<file path="src/rtl/rca_op_sequencer.sv">
// -----------------------------------------------------------------------------
// rca_op_sequencer
//   Sequential wrapper around a purely combinational ripple-carry adder.
//   It accepts an operand transaction on a valid/ready input and drives the
//   adder inputs from registers. After a programmable settle time it samples
//   the adder outputs and compares them with an internally computed golden
//   sum. The result is presented on a valid/ready output, and the block keeps
//   saturating counters of completed results and of failing results.
//
// Parameters
//   N       adder operand width (must match the adder)
//   SETTLE  cycles from operand drive to sampling, legal range 1..15
//   CW      width of txn_cnt / err_cnt
//
// Ports
//   clk, rst_n                 clock, asynchronous active-low reset
//   in_valid/in_ready          operand handshake
//   in_a, in_b, in_cin         operands
//   rca_a, rca_b, rca_cin      registered operands driven to the adder
//   rca_sum, rca_cout          adder outputs
//   out_valid/out_ready        result handshake
//   out_res                    sampled {rca_cout, rca_sum}
//   out_err                    sampled result differs from golden (with out_valid)
//   txn_cnt, err_cnt           saturating handshake / error counters
//   clr_cnt                    synchronous clear of both counters
// -----------------------------------------------------------------------------
module rca_op_sequencer #(
  parameter int N      = 4,
  parameter int SETTLE = 2,
  parameter int CW     = 16
) (
  input  logic          clk,
  input  logic          rst_n,
  input  logic          in_valid,
  output logic          in_ready,
  input  logic [N-1:0]  in_a,
  input  logic [N-1:0]  in_b,
  input  logic          in_cin,
  output logic [N-1:0]  rca_a,
  output logic [N-1:0]  rca_b,
  output logic          rca_cin,
  input  logic [N-1:0]  rca_sum,
  input  logic          rca_cout,
  output logic          out_valid,
  input  logic          out_ready,
  output logic [N:0]    out_res,
  output logic          out_err,
  output logic [CW-1:0] txn_cnt,
  output logic [CW-1:0] err_cnt,
  input  logic          clr_cnt
);

  localparam int RW   = N + 1;
  localparam int CNTW = 4;

  typedef enum logic [1:0] {
    ST_IDLE,
    ST_SETTLE,
    ST_HOLD
  } state_t;

  state_t          state;
  logic [CNTW-1:0] settle_cnt;
  logic [RW-1:0]   golden;
  logic [RW-1:0]   sample;
  logic            out_hs;

  assign sample = {rca_cout, rca_sum};
  assign out_hs = out_valid && out_ready;

  // NOTE: all state here is sequential, so every assignment uses <=; mixing in
  // blocking assignments would make results depend on statement order.
  always_ff @(posedge clk or negedge rst_n) begin
    if (!rst_n) begin
      state      <= ST_IDLE;
      settle_cnt <= '0;
      golden     <= '0;
      in_ready   <= 1'b1;
      rca_a      <= '0;
      rca_b      <= '0;
      rca_cin    <= 1'b0;
      out_valid  <= 1'b0;
      out_res    <= '0;
      out_err    <= 1'b0;
    end else begin
      case (state)
        ST_IDLE: begin
          if (in_valid) begin
            rca_a      <= in_a;
            rca_b      <= in_b;
            rca_cin    <= in_cin;
            // Zero-extend before adding so the carry out lands in bit N.
            golden     <= RW'(in_a) + RW'(in_b) + RW'(in_cin);
            settle_cnt <= CNTW'(SETTLE - 1);
            in_ready   <= 1'b0;
            state      <= ST_SETTLE;
          end
        end

        ST_SETTLE: begin
          if (settle_cnt == '0) begin
            out_res   <= sample;
            out_err   <= (sample != golden);
            out_valid <= 1'b1;
            state     <= ST_HOLD;
          end else begin
            settle_cnt <= settle_cnt - 1'b1;
          end
        end

        ST_HOLD: begin
          // in_ready rises together with the handshake, so the next operand
          // can only be taken on the following edge.
          if (out_ready) begin
            out_valid <= 1'b0;
            out_err   <= 1'b0;
            in_ready  <= 1'b1;
            state     <= ST_IDLE;
          end
        end

        default: begin
          state    <= ST_IDLE;
          in_ready <= 1'b1;
        end
      endcase
    end
  end

  // Saturating counters; a clear in the same cycle as a handshake wins.
  always_ff @(posedge clk or negedge rst_n) begin
    if (!rst_n) begin
      txn_cnt <= '0;
      err_cnt <= '0;
    end else if (clr_cnt) begin
      txn_cnt <= '0;
      err_cnt <= '0;
    end else if (out_hs) begin
      if (txn_cnt != '1) txn_cnt <= txn_cnt + 1'b1;
      if (out_err && (err_cnt != '1)) err_cnt <= err_cnt + 1'b1;
    end
  end

endmodule

</file>
<file path="config.mk">
export PLATFORM = sky130hd
export DESIGN_NAME = rca_op_sequencer
export DESIGN_NICKNAME = d
export VERILOG_FILES = /design/src/rtl/rca_op_sequencer.sv
export SDC_FILE = /design/constraint.sdc
export NUM_CORES = 1
export LEC_CHECK = 0
export CORE_ASPECT_RATIO = 1.75
export CORE_UTILIZATION = 46
export DETAILED_ROUTE_END_ITERATION = 6
export PLACE_DENSITY = 0.75
export REMOVE_ABC_BUFFERS = 1
export SLEW_MARGIN = 20
export SYNTH_ARGS = -nofsm -noshare
export SYNTH_HDL_FRONTEND = slang
export SYNTH_SLANG_ARGS = --single-unit
export TNS_END_PERCENT = 5
</file>
<file path="constraint.sdc">
create_clock -name clk -period 1.8 [get_ports clk]
set_input_delay 0.36 -clock clk [delete_from_list [all_inputs] [get_ports clk]]
set_output_delay 0.36 -clock clk [all_outputs]
set_load 0.05 [all_outputs]
</file>
==> key figures <==
Route
  • Final wirelength: between 8 and 9 mm
  • Post-route ant nets: 0
  • Metal-1 WL: 3.034 mm
  • Top routing layer used: met4
  • Routed len/inst: around 15 µm
  • Starting DRT DRC Count: 125
  • DR DRC count: 0
  • DR vias: roughly 3000
  • Initial DRT Pass Iterations: 4
  • Routed wl met2: between 4 and 5 mm
  • Post-DR vias/cell: between 5 and 6
  • Met3 wire length: between 300 and 400 µm

Power and ir drop
  • IR drop worst, VDD: roughly 1.1 mV
  • Cell Pwr Density: around 1200 nW/µm²
  • Pleak: 2.140 nW
  • Power, Total: around 5.7 mW

Yosys
  • EDFF count, synth: 0
  • Number of library cell types mapped by synthesis: 42
  • Post-synthesis sequential area ratio: 0.4779
  • Commonest register cell after synthesis: dfrtp_1
  • Synth async-reset ratio: 1.000
  • Yosys Warn Count: 0
  • Avg Synthesized Cell Area: around 9.6 µm²
  • Cells after Synth: between 300 and 400
  • Mapped Area: between 3000 and 4000 µm²
  • Yosys reg bits: 60

Timing
  • Final Cycle Share: 1.012
  • Final min period: ~1.8 ns
  • Setup ws final: -0.02115 ns
  • Hold Slack: ~0.02 ns
  • Final Max Slew Viols: 0
  • Relative slew slack: 0.6829
  • Finish-stage setup viols: 3
  • Slew @ Worst Pin: around 0.47 ns
  • Final Hold Viols: 0
  • Clock Skew: slightly below 0.006 ns
  • Unrepaired setup endpoints after global routing: true
  • Achievable Freq: approximately 550 MHz

Cells and area
  • Nets: 483
  • Share of cells above drive strength 1: 0.3709
  • Finished Core Util: 0.7050
  • ANT cells: 0
  • Area Growth Syn to Fin: 47.71%

Die
  • Site Rows: 39
  • CORE AREA: approximately 6600 µm²
  • Initial Util: 0.4773
  • Overall die width: about 64 µm
  • Die height: about 110 µm
  • Total die area: about 7200 µm²
  • I/O pin count: slightly below 70

Critical path
  • Critical Path RT: around 2.1 ns
  • Worst Path Arrival: between 2 and 2.5 ns
  • Setup CP Type: reg2reg
  • Critical path peak fanout: 6
  • CP endpoint kind: flop
  • Worst setup SP type: flop

Place
  • Placer congestion estimate: a little over 0.8
  • DPL Wire Length: a little under 6 mm
  • IO buf count: 67

Clocking
  • Clk buf depth: 2
  • Root Driver: clkbuf_16
  • Worst-Skew Late Latency: about 0.33 ns
  • Htree depth: 3
  • CTS Hold Buffers Added: 0
  • CTS clk-pin slew, worst paths: about 0.05 ns
  • CTS tree: yes
  • CTS Buf Count: 9
  • CTS sink cnt: 60

Status
  • Failing checks: negative setup slack
  • Status: finished, violations left

GRT
  • Vias in the first global route: between 3000 and 4000
  • Initial antenna violation count: 0
  • First-pass GRT wire length: roughly 14 mm
  • Largest net degree at the start of global routing: between 60 and 70
  • Grt total ovfl: 0
  • Global Route Usage Sum: 0.2444

Hold path
  • Hold WC Path Type: in2async

Run
  • Max-Cap Viols: 0
worst max-delay path, stage by stage, from the launching register on:
cell     delay [ns]
dfrtp_1        0.38
ha_2           0.20
nand4_1        0.15
buf_4          0.18
nor4_1         0.05
buf_4          0.16
or4_4          0.49
a21oi_2        0.14
power by group:
| group | switching, mW | internal [mW] |
|---|---|---|
| clock network | 0.600 | 0.957 |
| registers | 0.245 | 1.67 |
| logic | 1.33 | 0.894 |
| total | 2.17 | 3.52 |
stage by stage:
step | setup WS, ns | area, µm² | TNS [ns] | instances
floorplan | -1.053 | 3089 | -19.52 | 312
global placement | -0.3844 | 4264 | -7.399 | 524
detailed placement | -0.4199 | 4264 | -8.365 | 524
CTS | -0.02436 | 4599 | -0.03680 | 543
global route | -0.1405 | 4644 | -1.140 | 543
finish | -0.02115 | 4644 | -0.06056 | 543
flip-flops by register name, summed over array words and instances (netlist names):
name        count
state           2
rca_a           4
out_valid       1
settle_cnt      4
txn_cnt        16
err_cnt        16
rca_cin         1
golden          5
out_res         5
rca_b           4
in_ready        1
out_err         1
timing repair:
item,4_1_cts,5_1_grt
hold endpoints to repair,0,0
pin swaps,4,4
endpoints found under the setup margin,8,29
buffers inserted,3,0
gates resized for setup,10,11
cell usage in the layout (no fill, tap or decap), drive strengths merged, types with 11 or more instances in the layout:
cell,Yosys,routed
buf,2,116
nand2,41,41
dfrtp,59,59
nor2,21,21
o21ai,16,16
inv,11,11
a21oi,26,26
clkdlybuf4s50,0,17
clkbuf,12,11
or4,13,13
mux2,15,15
nand3,11,11
nand4,12,12
kinds of logic after synthesis:
kind of cell | count (synthesis) | synth area share
flip-flops | 60 | 0.4779
adder cells (fa/ha/maj) | 8 | 0.03661
AND/OR/NAND/NOR | 142 | 0.2396
buffers and inverters | 25 | 0.03064
multiplexers | 16 | 0.05690
AO/OA/AOI/OAI | 66 | 0.1333
XOR/XNOR | 9 | 0.02507
synthesized netlist by cell type, types with 8 or more instances:
library cell / count / area [µm²]
or4_1: 12 / 90.09
mux2_2: 15 / 168.9
nor2b_1: 10 / 62.56
dfrtp_1: 59 / 1476
nand4_1: 11 / 68.82
o21ai_0: 16 / 80.08
a21oi_1: 26 / 130.1
inv_1: 11 / 41.29
o31ai_1: 10 / 75.07
nor2_1: 21 / 78.83
nand2_1: 41 / 153.9
nand3_1: 10 / 50.05
or3_1: 9 / 56.30
clkbuf_1: 12 / 45.04
nor4_1: 8 / 50.05
per-layer routing:
layer  global-route usage  vias to the layer above
met2               0.4379                       74
met3              0.07377                       17
li1                     -                     1440
met1               0.2503                     1472
met5                    0                        -
met4               0.1185                        0
cell type report:
cell class | count | area (µm²)
Multi-Input combinational cell | 241 | 1632
Inverter | 11 | 41.29
Sequential cell | 60 | 1503
Tap cell | 82 | 102.6
Timing Repair Buffer | 133 | 1096
Clock inverter | 5 | 27.53
Fill cell | 520 | 1943
Clock buffer | 11 | 242.7
final timing paths:
check	start	endpoint	slack (ns)	cells past startpoint
setup / recovery	err_cnt[1]	err_cnt[9]	-0.02	7
hold / removal	rst_n	rca_a[1]	0.02	2
setup reg to reg	err_cnt[1]	err_cnt[9]	-0.02	7
hold reg to reg	rca_b[1]	rca_b[1]	0.48	2
max in group asynchronous	rst_n	in_ready	1.45	2
min in group clk	rca_b[1]	rca_b[1]	0.48	2
Note: power is estimated with default switching activity, not from simulation.
